$ cat config.mk
export PLATFORM = sky130hd
export DESIGN_NAME = hdlc_flag_tx
export DESIGN_NICKNAME = d
export VERILOG_FILES = /design/src/rtl/hdlc_flag_tx.sv
export SDC_FILE = /design/constraint.sdc
export NUM_CORES = 1
export LEC_CHECK = 0
export CAP_MARGIN = 20
export CELL_PAD_IN_SITES_DETAIL_PLACEMENT = 0
export CELL_PAD_IN_SITES_GLOBAL_PLACEMENT = 1
export CORE_UTILIZATION = 51
export CTS_BUF_LIST = sky130_fd_sc_hd__clkbuf_8
export DETAILED_ROUTE_END_ITERATION = 16
export HOLD_SLACK_MARGIN = 0.15
export MAX_ROUTING_LAYER = met4
export PLACE_DENSITY = 0.87
export SLEW_MARGIN = 10
export SYNTH_ARGS = -nofsm -noshare
export SYNTH_HDL_FRONTEND = slang
export SYNTH_SLANG_ARGS = --single-unit
$ cat constraint.sdc
create_clock -name clk -period 8.85 [get_ports clk]
set_input_delay 0.885 -clock clk [delete_from_list [all_inputs] [get_ports clk]]
set_output_delay 0.885 -clock clk [all_outputs]
set_load 0.01 [all_outputs]
$ cat src/rtl/hdlc_flag_tx.sv
// HDLC transmitter: opening/closing flags, zero-bit stuffing, abort on underrun,
// minimum idle gap between frames. One-byte holding register feeds the shifter.
module hdlc_flag_tx #(
  parameter int unsigned ABORT_ONES = 7,
  parameter int unsigned IDLE_MIN   = 1
) (
  input  logic       clk,
  input  logic       reset,
  input  logic [7:0] data_in,
  input  logic       data_valid,
  input  logic       data_last,
  output logic       data_ready,
  output logic       w,
  output logic       busy,
  output logic       frame_done,
  output logic       abort
);

  typedef enum logic [2:0] {
    IDLE, OPEN_FLAG, DATA, STUFF, CLOSE_FLAG, ABORT, GAP
  } state_t;

  localparam logic [7:0] FLAG = 8'b0111_1110;

  state_t      state, state_n;
  logic [3:0]  cnt, cnt_n;
  logic [7:0]  shifter, shift_n;
  logic        shift_last, last_n;
  logic [2:0]  ones, ones_n;
  logic        hold_valid, hold_last;
  logic [7:0]  hold_data;
  logic        take, byte_end, cur_bit;
  logic        w_n, busy_n, frame_done_n, abort_n;

  assign data_ready = !hold_valid;
  assign cur_bit    = shifter[cnt[2:0]];

  always_ff @(posedge clk or negedge reset) begin
    if (!reset) begin
      state      <= IDLE;
      cnt        <= '0;
      shifter    <= '0;
      shift_last <= 1'b0;
      ones       <= '0;
      hold_valid <= 1'b0;
      hold_data  <= '0;
      hold_last  <= 1'b0;
      w          <= 1'b1;
      busy       <= 1'b0;
      frame_done <= 1'b0;
      abort      <= 1'b0;
    end else begin
      state      <= state_n;
      cnt        <= cnt_n;
      shifter    <= shift_n;
      shift_last <= last_n;
      ones       <= ones_n;
      w          <= w_n;
      busy       <= busy_n;
      frame_done <= frame_done_n;
      abort      <= abort_n;
      // take requires a full register, accept an empty one: never both
      if (take) begin
        hold_valid <= 1'b0;
      end else if (data_valid && !hold_valid) begin
        hold_valid <= 1'b1;
        hold_data  <= data_in;
        hold_last  <= data_last;
      end
    end
  end

  always_comb begin
    state_n  = state;
    cnt_n    = cnt;
    shift_n  = shifter;
    last_n   = shift_last;
    ones_n   = ones;
    take     = 1'b0;
    byte_end = 1'b0;
    unique case (state)
      IDLE: begin
        if (hold_valid) begin
          state_n = OPEN_FLAG;
          cnt_n   = '0;
        end
      end
      OPEN_FLAG: begin
        if (cnt == 4'd7) begin
          state_n = DATA;
          cnt_n   = '0;
          ones_n  = '0;
          take    = 1'b1;
        end else begin
          cnt_n = cnt + 4'd1;
        end
      end
      DATA: begin
        if (cur_bit && ones == 3'd4) begin
          state_n = STUFF;
          ones_n  = '0;
        end else begin
          ones_n = cur_bit ? ones + 3'd1 : '0;
          if (cnt == 4'd7) byte_end = 1'b1;
          else             cnt_n    = cnt + 4'd1;
        end
      end
      STUFF: begin
        // cnt still indexes the bit that completed the run of five
        if (cnt == 4'd7) begin
          byte_end = 1'b1;
        end else begin
          state_n = DATA;
          cnt_n   = cnt + 4'd1;
        end
      end
      CLOSE_FLAG: begin
        if (cnt == 4'd7) begin
          state_n = GAP;
          cnt_n   = '0;
        end else begin
          cnt_n = cnt + 4'd1;
        end
      end
      ABORT: begin
        if (cnt == 4'(ABORT_ONES - 1)) begin
          state_n = GAP;
          cnt_n   = '0;
        end else begin
          cnt_n = cnt + 4'd1;
        end
      end
      GAP: begin
        if (cnt == 4'(IDLE_MIN - 1)) begin
          state_n = hold_valid ? OPEN_FLAG : IDLE;
          cnt_n   = '0;
        end else begin
          cnt_n = cnt + 4'd1;
        end
      end
      default: begin
        state_n = IDLE;
        cnt_n   = '0;
      end
    endcase

    if (byte_end) begin
      cnt_n = '0;
      if (shift_last)      state_n = CLOSE_FLAG;
      else if (hold_valid) begin
        state_n = DATA;
        take    = 1'b1;
      end else             state_n = ABORT;
    end

    if (take) begin
      shift_n = hold_data;
      last_n  = hold_last;
    end
  end

  // Outputs are decoded from the next state so that w and the pulses are flops.
  always_comb begin
    w_n          = 1'b1;
    busy_n       = 1'b1;
    frame_done_n = 1'b0;
    abort_n      = 1'b0;
    unique case (state_n)
      OPEN_FLAG:  w_n = FLAG[cnt_n[2:0]];
      DATA:       w_n = shift_n[cnt_n[2:0]];
      STUFF:      w_n = 1'b0;
      CLOSE_FLAG: begin
        w_n          = FLAG[cnt_n[2:0]];
        frame_done_n = (cnt_n == 4'd7);
      end
      ABORT:      abort_n = (cnt_n == 4'(ABORT_ONES - 1));
      default:    busy_n = 1'b0;
    endcase
  end

endmodule

======== Word-level counts from Yosys, hierarchy flattened ========
Memories as Yosys holds them, arrays and structs flattened.
Index checks and enable logic that the tools add are counted.
word-level totals
  register bits ........................... 33
  bits in read-only memories .............. 8
  bits of input ports ..................... 12
  output and inout bits ................... 5
  logic and storage cells ................. 90
  memories ................................ 1
memory list
  memory            depth  width  rd ports  clocked after memory_dff  wr ports  RTL line  source
  (name not given)  8      1      1         0                         0         173       w_n = FLAG[cnt_n[2:0]];
cells by class
  add/subtract/negate cells ............... 2
  $lt $le $gt $ge ......................... 2
  eq/ne operators ......................... 17
  muxes and demuxes ....................... 43
  bitwise operators ....................... 1
  reductions and logical operators ........ 12
operators by type and width
  cell                                                                          number
  3-bit two-way mux                                                             13
  4-bit two-way mux                                                             7
  4-bit one-hot mux with 6 select lines                                         1
  3-bit one-hot mux with 7 select lines                                         1
  3-bit == test, second input constant                                          6
  4-bit by 3-bit == test with 1-bit output, second input constant               4
  1-bit two-way mux                                                             15
  3-bit by 2-bit == test with 1-bit output, second input constant               4
  3-bit by 4-bit less-than comparator with 1-bit output, second input constant  2
  8-bit two-way mux                                                             1
  1-bit binary-select mux with 3-bit select                                     2
  3-bit by 1-bit == test with 1-bit output, second input constant               2
  3-bit one-hot mux with 2 select lines                                         1
  5-bit OR reduction                                                            1
  4-bit by 1-bit adder with 4-bit output, second input constant                 1
  4-bit logical NOT                                                             1
  2-bit AND reduction                                                           2
  2-bit nonzero test                                                            2
  2-bit OR reduction                                                            2
  3-bit by 1-bit adder with 3-bit output, second input constant                 1
  3-bit logical NOT                                                             1
  1-bit one-hot mux with 3 select lines                                         1
  1-bit logical AND                                                             2
  2-bit inequality test, second input constant                                  1
  other kinds (3)                                                               3

======== Longest topological paths before layout ========
  depth after elaboration ................. 10
  gate-level depth with buffers ........... 14
  depth with buffers taken out ............ 13

======== Worst setup path before layout ========
No wires, ideal clock.
  kind .................................... register to register
  start ................................... reg cnt[1]
  end ..................................... reg w
  library setup time ...................... 0.088 ns
  arrival ................................. 2.809 ns
  data required time ...................... 8.762 ns
  path slack .............................. 5.953 ns
  cell stages (with the launch flop) ...... 15
  buffers on the path ..................... 1
  period minus slack after synthesis ...... 2.897 ns
  cells stage by stage .................... dfrtp_1 -> ha_1 -> and3_1 -> buf_2 -> inv_2 -> ha_1 -> nor3b_2 -> a21oi_1 -> o32ai_1 -> a2111oi_4 -> nor2_1 -> inv_1 -> o2111a_1 -> a32o_2 -> a221oi_2
on the way
  elaborated cells on any way between the ends .. 41
  those cells by class .................... add/sub (1); eq/ne (6); mux (30); reduce/logical (3); memory (1)
RTL lines
  item                                                                                            RTL line  source
  start: declaration                                                                              26        logic [3:0] cnt, cnt_n;
  start signal: assignment                                                                        54        cnt <= cnt_n;
  1-bit binary-select mux with 3-bit select                                                       36        assign cur_bit = shifter[cnt[2:0]];
  1-bit two-way mux (implied by the code)                                                         36
  1-bit logical AND                                                                               99        if (cur_bit && ones == 3'd4) begin
  4-bit two-way mux or 1-bit two-way mux (tied branches)                                          99
  4-bit one-hot mux with 6 select lines or 1-bit one-hot mux with 2 select lines (tied branches)  81        unique case (state)
  4-bit two-way mux (*)                                                                           147       if (byte_end) begin
  net cnt_n[0]                                                                                    26
  memory 8 x 1 bit or 1-bit binary-select mux with 3-bit select (tied branches)                   --
  1-bit two-way mux (on tied branches)                                                            173, 170
  1-bit one-hot mux with 3 select lines (*)                                                       168       unique case (state_n)
  net w_n                                                                                         33        logic w_n, busy_n, frame_done_n, abort_n;
  end signal: assignment                                                                          58        w <= w_n;
  end: declaration                                                                                13        output logic w,
The timed path passes the listed nets; every way through them passes the cells marked *. The select of a mux whose other input is x is not followed.
A chain may end at the register's enable or synchronous reset.

======== Worst setup path in the final report ========
  start ................................... reg cnt[0]
  end ..................................... reg w
on the way
  elaborated cells on any way between the ends .. 41
  those cells by class .................... add/sub (1); eq/ne (6); mux (30); reduce/logical (3); memory (1)
RTL lines
  item                                                                                            RTL line
  parallel branches: the longest is 5 deep, another holds 4-bit by 1-bit adder with 4-bit output  --
  4-bit two-way mux (*)                                                                           147
  net cnt_n[0]                                                                                    26
  memory 8 x 1 bit or 1-bit binary-select mux with 3-bit select (tied branches)                   --
  1-bit two-way mux (on tied branches)                                                            173, 170
  1-bit one-hot mux with 3 select lines (*)                                                       168
  net w_n                                                                                         33
Mark *: on every way through the listed nets, which the timed path passes. The select of a mux whose other input is x is not followed.

==> run_summary.xml <==
<?xml version="1.0" encoding="UTF-8"?>
<metrics>
  <group name="run_status">
    <metric name="result_of_the_run" unit="">finished, final reports clean</metric>
  </group>
  <group name="floorplanning">
    <metric name="dieHeight" unit="microns">66.8</metric>
    <metric name="design.core.area" unit="sq um">4000</metric>
    <metric name="number_of_rows_in_the_core_area" unit="">23</metric>
    <metric name="floorplan.initialDensity" unit="">0.535</metric>
    <metric name="pin_count" unit="">17</metric>
    <metric name="dieArea" unit="sq um">4460</metric>
    <metric name="die_w" unit="microns">66.8</metric>
  </group>
  <group name="clock_tree">
    <metric name="numClockSinks" unit="">33</metric>
    <metric name="clkSlewWorstSetupHoldPaths" unit="ns">0.07</metric>
    <metric name="cts_buffer_depth" unit="">2</metric>
    <metric name="clk_latency" unit="ns">0.29</metric>
    <metric name="cts_hold_repair.buffers" unit="">0</metric>
    <metric name="cts_resized" unit="">0</metric>
    <metric name="cts.repair_timing.setup_buffer_count" unit="">0</metric>
    <metric name="root_buffer" unit="">clkbuf_8</metric>
    <metric name="htreeDepth" unit="">2</metric>
    <metric name="numCtsBuffers" unit="">5</metric>
    <metric name="cts_tree" unit="">built</metric>
  </group>
  <group name="placed_design">
    <metric name="place.port_buffers" unit="">16</metric>
    <metric name="placed_wire_length_estimate_after_detailed_placement" unit="microns">3460</metric>
    <metric name="gpl.final_weighted_congestion" unit="">0.971</metric>
    <metric name="placed_cells_incl_taps" unit="">261</metric>
    <metric name="dp_worst_setup_slack" unit="ns">5.47</metric>
  </group>
  <group name="global_route">
    <metric name="grt_overflow" unit="">0</metric>
    <metric name="maximum_number_of_pins_on_one_net_before_global_route_repair" unit="">34</metric>
    <metric name="first_global_vias" unit="">1646</metric>
    <metric name="grt_pass1_wl" unit="microns">7940</metric>
    <metric name="grt_util_all_layers" unit="">0.253</metric>
    <metric name="grt_antenna_before_repair" unit="">0</metric>
  </group>
  <group name="timing">
    <metric name="post-route-worst-setup-slack" unit="ns">5.41</metric>
    <metric name="finalHoldViolations" unit="">0</metric>
    <metric name="holdWs" unit="ns">0.505</metric>
    <metric name="grt_setup_unrepaired" unit="">false</metric>
    <metric name="worstMarginPinSlew" unit="ns">0.610</metric>
    <metric name="timing.final.crit_period" unit="ns">3.44</metric>
    <metric name="clock-skew-final" unit="ns">0.00882</metric>
    <metric name="layout_worst_path_cycle_share" unit="">0.388</metric>
    <metric name="setup-tns-final" unit="ns">0</metric>
    <metric name="clock.fmax" unit="MHz">291</metric>
    <metric name="setup_viols_final" unit="">0</metric>
    <metric name="max-slew-margin-rel" unit="">0.590</metric>
    <metric name="number_of_pins_with_negative_max_slew_slack_in_the_final_report" unit="">0</metric>
  </group>
  <group name="power_and_ir_drop">
    <metric name="power.ir.vdd_worst" unit="uV">226</metric>
    <metric name="leakagePower" unit="nW">0.993</metric>
    <metric name="p_per_area" unit="nW/um^2">383</metric>
  </group>
  <group name="routing">
    <metric name="drc_errors" unit="">0</metric>
    <metric name="detail-route-antenna-nets" unit="">0</metric>
    <metric name="routed_wl" unit="microns">4710</metric>
    <metric name="detailroute.via_count" unit="">1639</metric>
    <metric name="number_of_search_and_repair_iterations_in_the_first_detailed_routing_pass" unit="">4</metric>
    <metric name="route.detailed.wl_per_inst" unit="microns">17.5</metric>
    <metric name="detail_route.vias_per_cell" unit="">6.09</metric>
    <metric name="first_iter_violations" unit="">107</metric>
  </group>
  <group name="final_layout">
    <metric name="fillCellCount" unit="">332</metric>
    <metric name="layout-area-overhead-vs-synth" unit="%">12.2</metric>
    <metric name="stdcell_count" unit="">269</metric>
    <metric name="num-nets-final" unit="">236</metric>
    <metric name="antenna_cells" unit="">0</metric>
    <metric name="drive_above_1_share" unit="">0.274</metric>
  </group>
  <group name="setup_path">
    <metric name="worst-endpoint-arrival" unit="ns">3.64</metric>
    <metric name="kind_of_critical_path" unit="">reg -&gt; reg</metric>
    <metric name="crit_path_frequent_cell" unit="">ha_1</metric>
    <metric name="cells_along_the_critical_path" unit="">ha_1 &gt; and3_1 &gt; inv_2 &gt; ha_1 &gt; nor3b_2 &gt; a21oi_1 &gt; o32ai_1 &gt; a2111oi_4 &gt; nor2_1 &gt; mux2_1 &gt; mux2i_1 &gt; a32o_2 &gt; a221oi_2</metric>
    <metric name="critical-path-max-stage-delay" unit="ns">0.58</metric>
    <metric name="crit_path_top_delay_cell" unit="">dfrtp_1</metric>
    <metric name="timing.critical_path.buf_inv" unit="">1</metric>
    <metric name="critical_path_peak_fanout" unit="">9</metric>
    <metric name="kind_of_launch_point_of_the_worst_setup_path" unit="">flip-flop</metric>
    <metric name="endpoint_kind" unit="">flip-flop</metric>
    <metric name="critical_path.top_delay_family" unit="">compound AO/OA/AOI/OAI gates</metric>
    <metric name="critPathRequiredTime" unit="ns">9.05</metric>
  </group>
  <group name="synthesis">
    <metric name="synth_largest_type_area_fraction" unit="">0.374</metric>
    <metric name="seq_area_frac_synth" unit="">0.387</metric>
    <metric name="flip_flop_and_latch_count_after_synthesis" unit="">33</metric>
    <metric name="yosys_warnings" unit="">0</metric>
    <metric name="syn-num-nets" unit="">222</metric>
    <metric name="synthTopCellsByArea" unit="">dfrtp_1, mux2_2, ha_1</metric>
    <metric name="synth_enable_flop_cells" unit="">0</metric>
    <metric name="synthMostInstantiatedCell" unit="">dfrtp_1</metric>
    <metric name="ys_async_sr_fraction" unit="">1.00</metric>
    <metric name="syn_avg_cell_area" unit="sq um">10.5</metric>
    <metric name="synthesis.area" unit="sq um">2140</metric>
    <metric name="synth_top_cells_by_count" unit="">dfrtp_1, mux2_2, nand2_1</metric>
    <metric name="synth_top_cell_by_area" unit="">dfrtp_1</metric>
    <metric name="synth_ff_type" unit="">dfrtp_1</metric>
    <metric name="gate_count_after_technology_mapping" unit="">204</metric>
    <metric name="post_synth_num_cell_types" unit="">66</metric>
  </group>
  <group name="min_path">
    <metric name="min-delay-path-class" unit="">reg -&gt; reg</metric>
  </group>
  <group name="flow_run">
    <metric name="max-cap-violations" unit="">0</metric>
  </group>
</metrics>
registers in the layout, indices dropped and copies added (netlist names):
| register | cells |
|---|---|
| shifter | 8 |
| hold_data | 8 |
| cnt | 4 |
| shift_last | 1 |
| busy | 1 |
| hold_last | 1 |
| state | 3 |
| hold_valid | 1 |
| frame_done | 1 |
| abort | 1 |
| ones | 3 |
| w | 1 |
final cells by class:
| class | count | area [sq um] | share of cell area |
|---|---|---|---|
| clock inverters | 3 | 17.5 | 0.00730 |
| multi-input cells | 147 | 1200 | 0.500 |
| clock buffers | 5 | 68.8 | 0.0287 |
| well taps | 50 | 62.6 | 0.0261 |
| flip-flops and latches | 33 | 827 | 0.345 |
| repair buffers | 18 | 175 | 0.0730 |
| inverters | 13 | 48.8 | 0.0203 |
path summary, 6_finish.rpt:
check	from	end	cells past startpoint	slack, ns
hold reg to reg	hold_data[2]$_DFFE_PN0P_	hold_data[2]$_DFFE_PN0P_	1	0.50
setup reg to reg	cnt[0]$_DFF_PN0_	w$_DFF_PN1_	13	5.41
max in group asynchronous	reset	w$_DFF_PN1_	2	7.50
min in group asynchronous	reset	ones[2]$_DFFE_PN0P_	2	0.99
setup / recovery	cnt[0]$_DFF_PN0_	w$_DFF_PN1_	13	5.41
hold / removal	hold_data[2]$_DFFE_PN0P_	hold_data[2]$_DFFE_PN0P_	1	0.50
cells in the final DEF (no fill, tap or decap), types with 2 or more instances in the layout:
| master | instances |
|---|---|
| a21oi_1 | 8 |
| a221oi_2 | 2 |
| a22o_1 | 2 |
| and2_2 | 2 |
| buf_4 | 2 |
| clkbuf_8 | 5 |
| clkdlybuf4s50_1 | 16 |
| clkinv_2 | 2 |
| dfrtp_1 | 32 |
| ha_1 | 6 |
| inv_1 | 10 |
| inv_2 | 3 |
| mux2_2 | 17 |
| mux2_4 | 4 |
| mux2i_1 | 4 |
| nand2_1 | 16 |
| nand2b_1 | 4 |
| nor2_1 | 6 |
| nor3_1 | 5 |
| nor3b_1 | 3 |
| nor3b_2 | 2 |
| o21a_1 | 3 |
| o21ai_0 | 10 |
| o21ai_1 | 3 |
| o22ai_1 | 2 |
| o22ai_2 | 2 |
| o31ai_1 | 2 |
| or2_2 | 4 |
| or2b_1 | 2 |
| or2b_2 | 2 |
| or3_1 | 3 |
through the flow:
stage	power [mW]	util	instance area, sq um
6_report	0.918	0.600	2400
3_5_place_dp	0.802	0.578	2310
2_1_floorplan	0.698	-	2140
3_3_place_gp	0.783	0.578	2310
4_1_cts	0.918	0.600	2400
5_1_grt	0.991	0.600	2400
power breakdown:
part | total (mW) | switching [mW] | internal (mW)
Clock | 0.115 | 0.0606 | 0.0543
Sequential | 0.292 | 0.0750 | 0.217
Combinational | 0.511 | 0.261 | 0.250
worst reg2reg max path, cell delays in order, from the launching register on:
cell and delay [ns]:
dfrtp_1 0.58, ha_1 0.27, and3_1 0.31, inv_2 0.11, ha_1 0.33, nor3b_2 0.08
a21oi_1 0.19, o32ai_1 0.12, a2111oi_4 0.39, nor2_1 0.15, mux2_1 0.23, mux2i_1 0.06
a32o_2 0.28, a221oi_2 0.26
logic make-up after synthesis:
logic type | share of synthesized area
compound gates | 0.212
xor+xnor | 0.00410
fa+ha+maj | 0.0404
buf+inv | 0.0527
flops | 0.387
mux | 0.142
simple gates | 0.163
metal layers:
| metal | global-route usage | vias to the layer above | routed length, microns |
|---|---|---|---|
| li1 | - | 772 | - |
| met1 | 0.316 | 806 | 2100 |
| met2 | 0.398 | 52 | 2290 |
| met3 | 0.0582 | 9 | 230 |
| met4 | 0.0931 | 0 | 82 |
| met5 | - | - | 0 |
No activity file was read; power rests on OpenSTA's default activity.
